## src/rtl/mem_bus_arbiter_pkg.sv

```systemverilog
// Shared types for the instruction/data memory bus arbiter: FSM states,
// stall-vector bit positions and small decode helpers used by the top.
package mem_bus_arbiter_pkg;

  typedef enum logic [2:0] {
    ARB_IDLE     = 3'd0,
    ARB_IF_ACC   = 3'd1,
    ARB_MEM_ACC  = 3'd2,
    ARB_IF_HOLD  = 3'd3,
    ARB_MEM_HOLD = 3'd4
  } arb_state_e;

  localparam int STALL_W       = 6;
  localparam int STALL_IF_IDX  = 1;
  localparam int STALL_MEM_IDX = 4;

  // After an ack the requester either releases the bus or parks its data.
  function automatic arb_state_e acc_next(input logic stage_stalled,
                                          input arb_state_e hold_state);
    return stage_stalled ? hold_state : ARB_IDLE;
  endfunction

  function automatic logic is_if_state(input arb_state_e s);
    return (s == ARB_IF_ACC) || (s == ARB_IF_HOLD);
  endfunction

  function automatic logic is_mem_state(input arb_state_e s);
    return (s == ARB_MEM_ACC) || (s == ARB_MEM_HOLD);
  endfunction

endpackage

```

## src/rtl/mem_bus_arbiter.sv

```systemverilog
// Serialises IF and MEM requests onto one registered req/ack bus, MEM first; stall held until ack.
// Read data passes through on the ack cycle, or is parked in a buffer while the owning stage is stalled.
module mem_bus_arbiter
  import mem_bus_arbiter_pkg::*;
#(
  parameter int ADDR_W = 32,
  parameter int DATA_W = 32,
  parameter int SEL_W  = DATA_W / 8
) (
  input  logic               clk,
  input  logic               rst,
  input  logic [STALL_W-1:0] stall,
  input  logic               flush,
  input  logic               if_ce_i,
  input  logic [ADDR_W-1:0]  if_addr_i,
  output logic [DATA_W-1:0]  if_data_o,
  output logic               if_stallreq_o,
  input  logic               mem_ce_i,
  input  logic               mem_we_i,
  input  logic [SEL_W-1:0]   mem_sel_i,
  input  logic [ADDR_W-1:0]  mem_addr_i,
  input  logic [DATA_W-1:0]  mem_data_i,
  output logic [DATA_W-1:0]  mem_data_o,
  output logic               mem_stallreq_o,
  output logic               bus_req_o,
  output logic               bus_we_o,
  output logic [SEL_W-1:0]   bus_sel_o,
  output logic [ADDR_W-1:0]  bus_addr_o,
  output logic [DATA_W-1:0]  bus_data_o,
  input  logic [DATA_W-1:0]  bus_data_i,
  input  logic               bus_ack_i
);

  arb_state_e         state_q, state_d;
  logic               bus_req_q, bus_req_d;
  logic               bus_we_q, bus_we_d;
  logic [SEL_W-1:0]   bus_sel_q, bus_sel_d;
  logic [ADDR_W-1:0]  bus_addr_q, bus_addr_d;
  logic [DATA_W-1:0]  bus_data_q, bus_data_d;
  logic [DATA_W-1:0]  if_buf_q, if_buf_d;
  logic [DATA_W-1:0]  mem_buf_q, mem_buf_d;
  logic               discard_q, discard_d;

  logic if_stage_stalled;
  logic mem_stage_stalled;
  logic if_acc_ack;
  logic mem_acc_ack;
  logic if_drop;

  logic unused_stall_bits;
  assign unused_stall_bits = ^{stall[5], stall[3:2], stall[0]};

  assign if_stage_stalled  = stall[STALL_IF_IDX];
  assign mem_stage_stalled = stall[STALL_MEM_IDX];
  assign if_acc_ack        = (state_q == ARB_IF_ACC)  && bus_ack_i;
  assign mem_acc_ack       = (state_q == ARB_MEM_ACC) && bus_ack_i;
  // A flush seen at any point of the fetch, including the ack cycle itself, kills its data.
  assign if_drop           = discard_q || flush;

  always_comb begin
    state_d    = state_q;
    bus_req_d  = bus_req_q;
    bus_we_d   = bus_we_q;
    bus_sel_d  = bus_sel_q;
    bus_addr_d = bus_addr_q;
    bus_data_d = bus_data_q;
    if_buf_d   = if_buf_q;
    mem_buf_d  = mem_buf_q;
    discard_d  = discard_q;

    unique case (state_q)
      ARB_IDLE: begin
        discard_d = 1'b0;
        if (mem_ce_i) begin
          bus_req_d  = 1'b1;
          bus_we_d   = mem_we_i;
          bus_sel_d  = mem_sel_i;
          bus_addr_d = mem_addr_i;
          bus_data_d = mem_data_i;
          state_d    = ARB_MEM_ACC;
        end else if (if_ce_i && !flush) begin
          bus_req_d  = 1'b1;
          bus_we_d   = 1'b0;
          bus_sel_d  = {SEL_W{1'b1}};
          bus_addr_d = if_addr_i;
          bus_data_d = '0;
          state_d    = ARB_IF_ACC;
        end
      end

      ARB_IF_ACC: begin
        if (flush) begin
          discard_d = 1'b1;
        end
        if (bus_ack_i) begin
          bus_req_d = 1'b0;
          bus_we_d  = 1'b0;
          if (if_drop) begin
            if_buf_d  = '0;
            discard_d = 1'b0;
            state_d   = ARB_IDLE;
          end else begin
            if_buf_d = bus_data_i;
            state_d  = acc_next(if_stage_stalled, ARB_IF_HOLD);
          end
        end
      end

      ARB_MEM_ACC: begin
        if (bus_ack_i) begin
          bus_req_d = 1'b0;
          bus_we_d  = 1'b0;
          mem_buf_d = bus_we_q ? '0 : bus_data_i;
          state_d   = acc_next(mem_stage_stalled, ARB_MEM_HOLD);
        end
      end

      ARB_IF_HOLD: begin
        if (flush) begin
          if_buf_d = '0;
          state_d  = ARB_IDLE;
        end else if (!if_stage_stalled) begin
          state_d = ARB_IDLE;
        end
      end

      ARB_MEM_HOLD: begin
        if (!mem_stage_stalled) begin
          state_d = ARB_IDLE;
        end
      end

      default: begin
        state_d   = ARB_IDLE;
        bus_req_d = 1'b0;
        bus_we_d  = 1'b0;
      end
    endcase
  end

  always_ff @(posedge clk) begin
    if (!rst) begin
      state_q    <= ARB_IDLE;
      bus_req_q  <= 1'b0;
      bus_we_q   <= 1'b0;
      bus_sel_q  <= '0;
      bus_addr_q <= '0;
      bus_data_q <= '0;
      if_buf_q   <= '0;
      mem_buf_q  <= '0;
      discard_q  <= 1'b0;
    end else begin
      state_q    <= state_d;
      bus_req_q  <= bus_req_d;
      bus_we_q   <= bus_we_d;
      bus_sel_q  <= bus_sel_d;
      bus_addr_q <= bus_addr_d;
      bus_data_q <= bus_data_d;
      if_buf_q   <= if_buf_d;
      mem_buf_q  <= mem_buf_d;
      discard_q  <= discard_d;
    end
  end

  // Data and stall outputs are forced quiet while reset is held.
  always_comb begin
    if_data_o      = '0;
    mem_data_o     = '0;
    if_stallreq_o  = 1'b0;
    mem_stallreq_o = 1'b0;
    if (rst) begin
      if (if_acc_ack && !if_drop) begin
        if_data_o = bus_data_i;
      end else if (state_q == ARB_IF_HOLD) begin
        if_data_o = if_buf_q;
      end

      if (mem_acc_ack && !bus_we_q) begin
        mem_data_o = bus_data_i;
      end else if (state_q == ARB_MEM_HOLD) begin
        mem_data_o = mem_buf_q;
      end

      if_stallreq_o  = if_ce_i && !if_acc_ack && (state_q != ARB_IF_HOLD) && !flush;
      mem_stallreq_o = mem_ce_i && !mem_acc_ack && (state_q != ARB_MEM_HOLD);
    end
  end

  assign bus_req_o  = bus_req_q;
  assign bus_we_o   = bus_we_q;
  assign bus_sel_o  = bus_sel_q;
  assign bus_addr_o = bus_addr_q;
  assign bus_data_o = bus_data_q;

endmodule
```

## config.mk

```make
export PLATFORM = sky130hd
export DESIGN_NAME = mem_bus_arbiter
export DESIGN_NICKNAME = d
export VERILOG_FILES = /design/src/rtl/mem_bus_arbiter_pkg.sv /design/src/rtl/mem_bus_arbiter.sv
export SDC_FILE = /design/constraint.sdc
export NUM_CORES = 1
export LEC_CHECK = 0
export CAP_MARGIN = 25
export CORE_MARGIN = 3
export CORE_UTILIZATION = 35
export CTS_CLUSTER_SIZE = 10
export DETAILED_ROUTE_END_ITERATION = 6
export PLACE_DENSITY = 0.69
export SLEW_MARGIN = 5
export SYNTH_ARGS = -nofsm -noshare
export SYNTH_HDL_FRONTEND = slang
export SYNTH_SLANG_ARGS = --single-unit
```

## constraint.sdc

```tcl
create_clock -name clk -period 1.6 [get_ports clk]
set_input_delay 0.32 -clock clk [delete_from_list [all_inputs] [get_ports clk]]
set_output_delay 0.32 -clock clk [all_outputs]
set_load 0.03 [all_outputs]
```

[After elaboration in Yosys (flattened, before gate mapping)]
Index checks and enable logic that the tools add are counted.
Storage, ports and cells
  bits in registers: 138
  logic and storage cells: 91
Cells by class
  eq/ne operators: 13
  multiplexer cells: 41
  bitwise logic cells: 1
  reductions and logical operators: 27
Operators with widths (number)
  $mux W32: 14
  $pmux W32 S2: 1
  $mux W3: 8
  $pmux W3 S5: 1
  $logic_and A1 B1 Y1: 10
  $mux W1: 10
  $ne A3 B3 Y1 const B: 3
  $mux W4: 2
  $ne A2 B2 Y1 const B: 4
  $eq A3 B2 Y1 const B: 2
  $pmux W1 S3: 2
  $reduce_and A3 Y1: 2
  $reduce_bool A2 Y1: 3
  $logic_not A1 Y1: 5
  $reduce_and A5 Y1: 1
  $mux W2: 2
  $reduce_and A2 Y1: 2
  $reduce_or A2 Y1: 2
  $eq A3 B1 Y1 const B: 1
  $eq A3 B3 Y1 const B: 1
  $logic_not A3 Y1: 1
  $ne A3 B2 Y1 const B: 1
  $ne A2 B1 Y1 const B: 1
  $pmux W1 S2: 1
  other kinds (2): 2

[Depth between registers and ports, before layout]
Gate-level depths: netlist of run 1.
  word-level depth: 7
  mapped depth: 7
  gate-level depth less buffers: 4

[Worst setup path before layout of run 1]
Ideal clock, no wire load.
  path type: flip-flop to output port
  from: register state_q[2]
  to: output port if_data_o[28]
  data arrival time: 1858 ps
  setup slack: -578 ps
  cell stages (with the launch flop): 7
  buffers on the path: 2
  cells stage by stage: dfxtp_1 buf_6 nand2b_4 nor4_4 buf_6 nand2_1 a21boi_0
On the way
  longest elaborated chain between the ends: 5
  elaborated cells between the ends (all ways): 7
RTL lines
  start: declaration: line mem_bus_arbiter.sv:34  | arb_state_e state_q, state_d;
  start signal: assignment: line mem_bus_arbiter.sv:153  | state_q <= state_d;
  $eq A3 B1 Y1: line mem_bus_arbiter.sv:55  | assign if_acc_ack = (state_q == ARB_IF_ACC) && bus_ack_i;
  $logic_and A1 B1 Y1: line mem_bus_arbiter.sv:55
  $logic_and A1 B1 Y1: line mem_bus_arbiter.sv:172  | if (if_acc_ack && !if_drop) begin
  $mux W32 *: line mem_bus_arbiter.sv:172
  $mux W32 *: line mem_bus_arbiter.sv:171  | if (rst) begin
  end: declaration: line mem_bus_arbiter.sv:16  | output logic [DATA_W-1:0] if_data_o,
Mark *: on every way between the ends. The rest lies on a longest branch, timed or not.

[Final worst setup path of run 1]
  from: register state_q[1]
  to: output port if_data_o[28]
The elaborated chain is that of the path after synthesis.

==> results.toml, run 1 <==
[floorplan]
std_cell_rows = 48
pin_count = 281
fp.dieW_um = 141
die_y_um = 141
start_util = 0.364
dieArea_mm2 = 0.0200
core_mm2 = 0.0177

[synth]
ys_types = 40
synth.avg_cell_area_um2 = 8.69
synth_top_family_by_area = "compound AO/OA/AOI/OAI gates"
synthCells = 739
synth.yosys.seq_area_share = 0.430
syn_area_mm2 = 0.00642
synth.area.top_cells = "dfxtp_1 43%, nand2_1 14%, a21boi_0 11%"
syn_nets = 884
synth_xor_area_frac = 0.00136
synth_compound_area_frac = 0.265
synthSimpleGateAreaFrac = 0.197
synth_top_area_share = 0.430
synthAdderAreaFrac = 0
ys.warnings.count = 0
yosys-mux-area-fraction = 0.0514
ys_ff_latch = 138
synth_largest_area_cell = "dfxtp_1"

[drt]
via_per_inst = 5.11
route.detailed.drc = 0
routed_wl_um = 24000
via_count = 6548
wl_per_cell_um = 18.7
postRouteAntennaNets = 0
first_pass_iters = 4
drt-initial-drc-count = 265

[timing]
fin_worst_skew_ns = 0.0112
clock.fmax_mhz = 444
maxSlewViolCount = 0
fin_crit_ns = 2.25
finalHoldViolCount = 0
period_share = 1.41
setup_ws_ns = -0.654
maxSlewHeadroom = 0.695
setup_violations = 92
worst_pin_slew_ns = 0.454
rsz0062_at_grt = "yes"
holdWs_ns = 0.258
tns_ns = -39.63

[critical_path]
crit_family = "buffers and inverters"
cp.required_ns = 1.28
crit_end = "if_data_o[28]"
reg2reg_slack_ns = -0.06
reg2regPathDepth = 8
crit_arrival_ns = 1.93
startpoint = "state_q[1]"
r2r_end = "bus_data_o[8]"
critical_path.cell_chain = "nand2b_4 > nor4_4 > buf_6 > buf_12 > nand2_4 > a21boi_4 > buf_12"
cp_max_fo = 8
startpoint_type = "register"
cpPeakStageDelay_ns = 0.38
r2r-start = "state_q[0]"
critPathKind = "register to output port"
slowest_stage = "dfxtp_4"
cp_num_buf_inv = 3
path_depth = 7
crit_path_frequent_cell = "buf_12"
setup.worst_path.end_class = "output port"

[cts]
clk_pin_slew_ns = 0.06
cts_tree = "done"
clk_path_buf_depth = 2
cts.sinks = 138
cts_hold_buf = 0
clk_latency_ns = 0.43
numCtsBuffers = 17
ctsHtreeMaxLevel = 4
clock-root-buffer = "clkbuf_16"

[pwr]
cellPowerDensity_mw_per_mm2 = 1180
leakagePower_nw = 5.55
peakVddDrop_mv = 0.934

[global_routing]
grt_usage = 0.214
antenna_found_initial = 0
grt_pass1_vias = 6396
grt_remaining_overflow = 0
grt_pass1_wl_um = 34300
grt_max_degree = 43

[place]
dp_hpwl_um = 15400
place.gp.congestion = 0.813
port_buffers = 276
dp_cells = 1216
dp_slack_ns = -0.612

[cells_and_area]
drive_above_1_share = 0.351
area_growth_pct = 91.1
final_nets = 1189
diodes = 0
fin_util = 0.695
fin_cells = 1282

[job]
maxCapViolCount = 0

[outcome]
violations = "negative setup slack"
status = "finished, violations left"

[worst_hold_path]
hold_class = "primary input to register"
-- how the worst min path moves through the flow --
stage                     slack, ns     startpoint       endpoint  cells past startpoint
after global routing           0.25            rst      bus_req_o                      2
after floorplan                0.44   if_buf_q[14]   if_buf_q[14]                      2
after global placement         0.44   if_buf_q[24]   if_buf_q[24]                      2
final                          0.26            rst      discard_q                      3
after CTS                      0.24            rst      discard_q                      3
after detailed placement       0.45  mem_buf_q[18]  mem_buf_q[18]                      2
-- report_power, final --
| group | internal [mW] | switching, mW | total, mW |
|---|---|---|---|
| sequential | 4.06 | 0.384 | 4.45 |
| clock | 2.05 | 1.73 | 3.77 |
| combinational | 2.89 | 3.43 | 6.31 |
| total | 9.00 | 5.54 | 14.5 |
-- layout by cell type, fill, tap and decap left out, types with 34 or more instances in the layout --
cell type,Yosys,routed
buf_12,0,34
nand2_4,0,45
nand2_1,231,142
buf_6,6,69
nand2_2,0,41
o211a_1,34,34
dfxtp_1,138,135
dlygate4sd2_1,0,69
clkdlybuf4s50_1,0,136
a21boi_4,0,64
a21boi_0,98,51
-- synth_stat cells, drive strengths merged --
cell / instances
clkbuf: 26
nor2b: 34
nand4bb: 1
dfxtp: 138
nand2b: 5
o22ai: 1
o21a: 1
a21oi: 2
nor2: 6
nor4: 3
o32ai: 1
inv: 3
buf: 38
nand3: 1
nand2: 231
o311a: 1
mux2i: 33
a32oi: 3
a21boi: 129
a22oi: 32
o31ai: 1
and3b: 1
nor3: 2
o221a: 4
a21o: 1
and4: 1
xnor2: 1
o211a: 34
and2: 1
nor3b: 1
o21ai: 3
-- metrics by stage --
step / power (mW) / cell area [µm²]
after detailed placement: 9.85 / 10500
after CTS: 13.7 / 11400
after global placement: 9.82 / 10500
after global routing: 15.2 / 12300
after floorplan: 7.64 / 7310
final: 14.5 / 12300
-- per-layer routing --
layer / up-vias / track usage / wire (µm) / part of all wire
met2: 236 / 0.375 / 12300 / 0.51
met4: 0 / 0.0510 / 398 / 0.017
met5: - / 0 / 0 / 0
met1: 3130 / 0.253 / 9590 / 0.40
met3: 28 / 0.0725 / 1710 / 0.071
li1: 3154 / - / - / -
-- cell type report --
type | instances | area, µm²
clock inverters | 15 | 131
clock buffers | 17 | 425
multi-input cells | 534 | 4690
inverters | 3 | 13.8
flip-flops and latches | 138 | 2770
repair buffers | 350 | 3960
fillers | 1334 | 5380
well taps | 225 | 282
-- registers in the layout (all words and copies together), names as in the netlist --
name	flops
bus_addr_o	32
bus_data_o	32
bus_req_o	1
bus_sel_o	4
bus_we_o	1
discard_q	1
if_buf_q	32
mem_buf_q	32
state_q	3
-- cells by family after synthesis --
kind of cell           count (synthesis)
XOR/XNOR                               1
AND/OR/NAND/NOR                      287
AO/OA/AOI/OAI                        213
buffers and inverters                 67
multiplexers                          33
flip-flops                           138
-- timing repair --
| action | in CTS | in global routing |
|---|---|---|
| endpoints found under the setup margin | 134 | 139 |
| gates cloned | 4 | 11 |
| pin swaps | 17 | 44 |
| gates resized for setup | 157 | 147 |
| buffers inserted | 10 | 14 |
-- tightest hold or removal path: cells and delay by family --
kind                   cells  cell delay [ns]
buffers and inverters      1             0.17
and+or+nand+nor            2             0.13
Note: power is estimated with default switching activity, not from simulation.
==> inputs of run 2 (changes only) <==
--- a/config.mk
+++ b/config.mk
@@ -6,11 +6,12 @@
 export NUM_CORES = 1
 export LEC_CHECK = 0
 export CAP_MARGIN = 25
-export CORE_MARGIN = 3
+export CORE_MARGIN = 4
 export CORE_UTILIZATION = 35
 export CTS_CLUSTER_SIZE = 10
 export DETAILED_ROUTE_END_ITERATION = 6
 export PLACE_DENSITY = 0.69
+export RECOVER_POWER = 25
 export SLEW_MARGIN = 5
 export SYNTH_ARGS = -nofsm -noshare
 export SYNTH_HDL_FRONTEND = slang
==> run 2 against run 1 <==
The run still ends with negative setup slack left. Wire length shrank 5.6%. Total power fell by 1.7%. Clock power grew 9.3%. Register-to-register slack is essentially flat.
==> results.toml, run 2 (same netlist as run 1, synthesis figures left out) <==
[cts]
ctsHtreeMaxLevel = 4
cts.sinks = 138
clk_latency_ns = 0.42
numCtsBuffers = 17
cts_tree = "done"
clk_pin_slew_ns = 0.05
cts_hold_buf = 0
clk_path_buf_depth = 2
clock-root-buffer = "clkbuf_16"

[drt]
route.detailed.drc = 0
routed_wl_um = 22700
wl_met2_um = 11600
wl_per_cell_um = 17.8
drt-initial-drc-count = 290
first_pass_iters = 5
via_per_inst = 4.98
dr_wl_met3_um = 1780
postRouteAntennaNets = 0
highest-signal-layer = "met4"
via_count = 6360
drt-met1-wl_um = 9030

[cells_and_area]
n_fill_cell = 1423
layout_commonest_cell = "nand2_1"
final_nets = 1180
layout_common_cells = "163 x nand2_1, 136 x clkdlybuf4s50_1, 135 x dfxtp_1, 69 x buf_6, 69 x dlygate4sd2_1"
drive_above_1_share = 0.305
fin_util = 0.660
area_growth_pct = 85.1

[floorplan]
die_y_um = 143
pin_count = 281
fp.dieW_um = 143
std_cell_rows = 49
core_mm2 = 0.0180
start_util = 0.356
dieArea_mm2 = 0.0206

[outcome]
violations = "negative setup slack"
status = "finished, violations left"

[critical_path]
crit_arrival_ns = 1.93
cp.required_ns = 1.28
startpoint_type = "register"
critPathKind = "register to output port"
cp_max_fo = 17
setup.worst_path.end_class = "output port"

[place]
dp_hpwl_um = 15200
place.gp.congestion = 0.825
port_buffers = 276

[timing]
finalHoldViolCount = 0
period_share = 1.40
maxSlewHeadroom = 0.722
clock.fmax_mhz = 445
rsz0062_at_grt = "yes"
worst_pin_slew_ns = 0.416
maxSlewViolCount = 0
setup_ws_ns = -0.646
fin_crit_ns = 2.25
fin_worst_skew_ns = 0.00981
holdWs_ns = 0.206
setup_violations = 95

[pwr]
leakagePower_nw = 5.33
peakVddDrop_mv = 0.775
fin_total_pwr_mw = 14.3
cellPowerDensity_mw_per_mm2 = 1200

[global_routing]
grt_usage = 0.209
grt_pass1_wl_um = 33900
grt_max_degree = 67
grt_remaining_overflow = 0
grt_pass1_vias = 6436
antenna_found_initial = 1

[worst_hold_path]
hold_class = "primary input to register"

[job]
maxCapViolCount = 0
## run 2: worst max-delay path: stages (launching register included)
cell      delay (ns)
dfxtp_4         0.36
nand2b_4        0.15
nor4_4          0.24
buf_6           0.18
buf_12          0.16
nand2_1         0.12
a21boi_4        0.16
buf_6           0.14
## run 2: cell type report
cell class,count,area [µm²],share of cell area
multi-input cells,534,4480,0.377
repair buffers,341,3730,0.314
flip-flops and latches,138,2770,0.233
clock buffers,21,470,0.0396
well taps,229,287,0.0241
clock inverters,9,139,0.0117
inverters,3,11.3,0.000947
diodes,1,2.50,0.000210
## run 2: worst paths after layout
check / start / endpoint / slack [ns] / depth (start not counted)
setup / recovery: state_q[1] / if_data_o[9] / -0.65 / 7
hold / removal: rst / mem_buf_q[22] / 0.21 / 2
setup reg to reg: state_q[0] / bus_data_o[3] / -0.05 / 7
hold reg to reg: if_buf_q[16] / if_buf_q[16] / 0.45 / 2
## run 2: stage by stage
stage	cell area, µm²	setup TNS [ns]	setup slack, ns	std cells
after detailed placement	10400	-72.74	-0.657	1224
after global placement	10400	-69.15	-0.616	1224
after CTS	11600	-37.80	-0.624	1269
after floorplan	7310	-8.31	-0.153	739
after global routing	11900	-51.62	-0.736	1276
final	11900	-38.46	-0.646	1276
## run 2: where the power goes
group,internal (mW),total (mW),switching [mW]
sequential,4.06,4.40,0.344
clock,2.57,4.12,1.54
combinational,2.56,5.76,3.20
total,9.19,14.3,5.09
## run 2: what timing repair did
action | in CTS | in global routing
pin swaps | 14 | 29
setup endpoints to repair | 146 | 134
setup buffers | 11 | 2
gates resized for setup | 193 | 59
gates cloned | 5 | 6
## run 2: layer usage
metal,GRT usage,up-vias
li1,-,3140
met1,0.242,2996
met2,0.370,205
met3,0.0682,19
met4,0.0575,0
met5,0,-
==> inputs of run 3 (changes only) <==
--- a/config.mk
+++ b/config.mk
@@ -5,9 +5,10 @@
 export SDC_FILE = /design/constraint.sdc
 export NUM_CORES = 1
 export LEC_CHECK = 0
-export CAP_MARGIN = 25
+export CAP_MARGIN = 10
 export CORE_MARGIN = 4
 export CORE_UTILIZATION = 35
+export CTS_BUF_LIST = sky130_fd_sc_hd__clkbuf_8 sky130_fd_sc_hd__clkbuf_16
 export CTS_CLUSTER_SIZE = 10
 export DETAILED_ROUTE_END_ITERATION = 6
 export PLACE_DENSITY = 0.69
==> run 3 against run 2 <==
The run still ends with negative setup slack left. Final cell count stayed put. Non-clock buffer count unchanged. Critical path depth unchanged. Via count is essentially flat. Sequential share of layout area unchanged.
==> results.toml, run 3 (same netlist as run 1, synthesis figures left out) <==
[pwr]
switching_power_mw = 5.09
combPwrFrac = 0.404
cellInternalPower_mw = 9.18
p_sw_frac = 0.357
cellPowerDensity_mw_per_mm2 = 1200
fin_total_pwr_mw = 14.3
leakagePower_nw = 5.33
seqPwrFrac = 0.308
clkPwrFrac = 0.288
peakVddDrop_mv = 0.775

[timing]
worst_pin_slew_ns = 0.416
fin_worst_skew_ns = 0.00995
fin_crit_ns = 2.25
clock.fmax_mhz = 445
maxSlewHeadroom = 0.722
setup_violations = 95
finalHoldViolCount = 0
setup_ws_ns = -0.646
period_share = 1.40
rsz0062_at_grt = "yes"
maxSlewViolCount = 0

[critical_path]
cp_max_fo = 17
slowest_stage = "dfxtp_4"
cp_num_buf_inv = 3
startpoint = "state_q[1]"
crit_path_frequent_cell = "buf_6"
crit_arrival_ns = 1.93
setup.worst_path.end_class = "output port"
critPathKind = "register to output port"
cp.required_ns = 1.28
crit_family = "simple AND/OR/NAND/NOR gates"
critical_path.cell_chain = "nand2b_4 > nor4_4 > buf_6 > buf_12 > nand2_1 > a21boi_4 > buf_6"
cpPeakStageDelay_ns = 0.36
r2r-start = "state_q[0]"
startpoint_type = "register"

[drt]
via_per_inst = 4.99
postRouteAntennaNets = 0
via_count = 6362
wl_per_cell_um = 17.8
drt-initial-drc-count = 290
first_pass_iters = 4
route.detailed.drc = 0
routed_wl_um = 22700

[place]
place.gp.congestion = 0.825
dpl_cell_area_mm2 = 0.0104
dp_cells = 1224
dp_slack_ns = -0.657
port_buffers = 276
dp_hpwl_um = 15200

[job]
maxCapViolCount = 0

[cells_and_area]
final_nets = 1180
design_area_mm2 = 0.0119
fin_cells = 1276
area_growth_pct = 85.1
fin_util = 0.660
drive_above_1_share = 0.305
layout_common_cells = "163 x nand2_1, 136 x clkdlybuf4s50_1, 135 x dfxtp_1, 69 x buf_6, 69 x dlygate4sd2_1"
layout_commonest_cell = "nand2_1"

[floorplan]
fp.dieW_um = 143
dieArea_mm2 = 0.0206
core_mm2 = 0.0180
std_cell_rows = 49
start_util = 0.356
die_y_um = 143
pin_count = 281

[outcome]
violations = "negative setup slack"
status = "finished, violations left"

[cts]
clk_pin_slew_ns = 0.05
ctsHtreeMaxLevel = 4
numCtsBuffers = 17
cts.sinks = 138
clock-root-buffer = "clkbuf_16"
cts_tree = "done"
clk_path_buf_depth = 2
clk_latency_ns = 0.42
cts_hold_buf = 0

[global_routing]
antenna_found_initial = 1
grt_remaining_overflow = 0
grt_pass1_vias = 6436
grt_max_degree = 67
grt_pass1_wl_um = 33900
grt_usage = 0.209

[worst_hold_path]
hold_start = "rst"
hold_class = "primary input to register"
-- run 3: worst register-to-register path, stage by stage, from the launching register on --
cell and delay [ns]:
dfxtp_2 0.33, buf_6 0.13, clkbuf_1 0.20, nor3_4 0.24, and2_4 0.30, clkbuf_16 0.19
a22oi_1 0.09, nor2b_1 0.13
-- run 3: cell type report --
type	instances	area, µm²
diodes	1	2.50
clock buffers	20	467
clock inverters	10	143
fillers	1423	6130
inverters	3	11.3
multi-input cells	534	4480
flip-flops and latches	138	2770
well taps	229	287
repair buffers	341	3730
-- run 3: power by group through the flow --
stage	Combinational [mW]	Clock (mW)	Sequential [mW]
4_1_cts	5.49	4.20	4.40
5_1_grt	6.15	4.33	4.47
3_5_place_dp	5.39	0	4.46
6_report	5.76	4.11	4.40
2_1_floorplan	2.35	0	5.30
3_3_place_gp	5.37	0	4.44
-- run 3: worst paths after layout --
kind | end | slack [ns] | cells past startpoint
hold reg to reg | if_buf_q[16] | 0.45 | 2
setup / recovery | if_data_o[9] | -0.65 | 7
setup reg to reg | bus_data_o[3] | -0.05 | 7
hold / removal | mem_buf_q[22] | 0.21 | 2
-- run 3: through the flow --
| stage | hold WS [ns] | TNS (ns) |
|---|---|---|
| 6_report | 0.206 | -38.46 |
| 5_1_grt | 0.204 | -51.62 |
| 3_5_place_dp | 0.446 | -72.74 |
| 4_1_cts | 0.191 | -37.80 |
| 3_3_place_gp | 0.441 | -69.15 |
| 2_1_floorplan | 0.435 | -8.31 |
-- run 3: what timing repair did --
item | in CTS | in global routing
setup endpoints to repair | 146 | 134
pin swaps | 14 | 29
buffers inserted | 11 | 2
gates resized for setup | 193 | 59
gates cloned | 5 | 6
-- run 3: metal layers --
layer	vias to the layer above	part of all wire	global-route usage
met5	-	0	0
met4	0	0.013	0.0575
met3	19	0.079	0.0682
met2	205	0.51	0.370
met1	2998	0.40	0.242
li1	3140	-	-
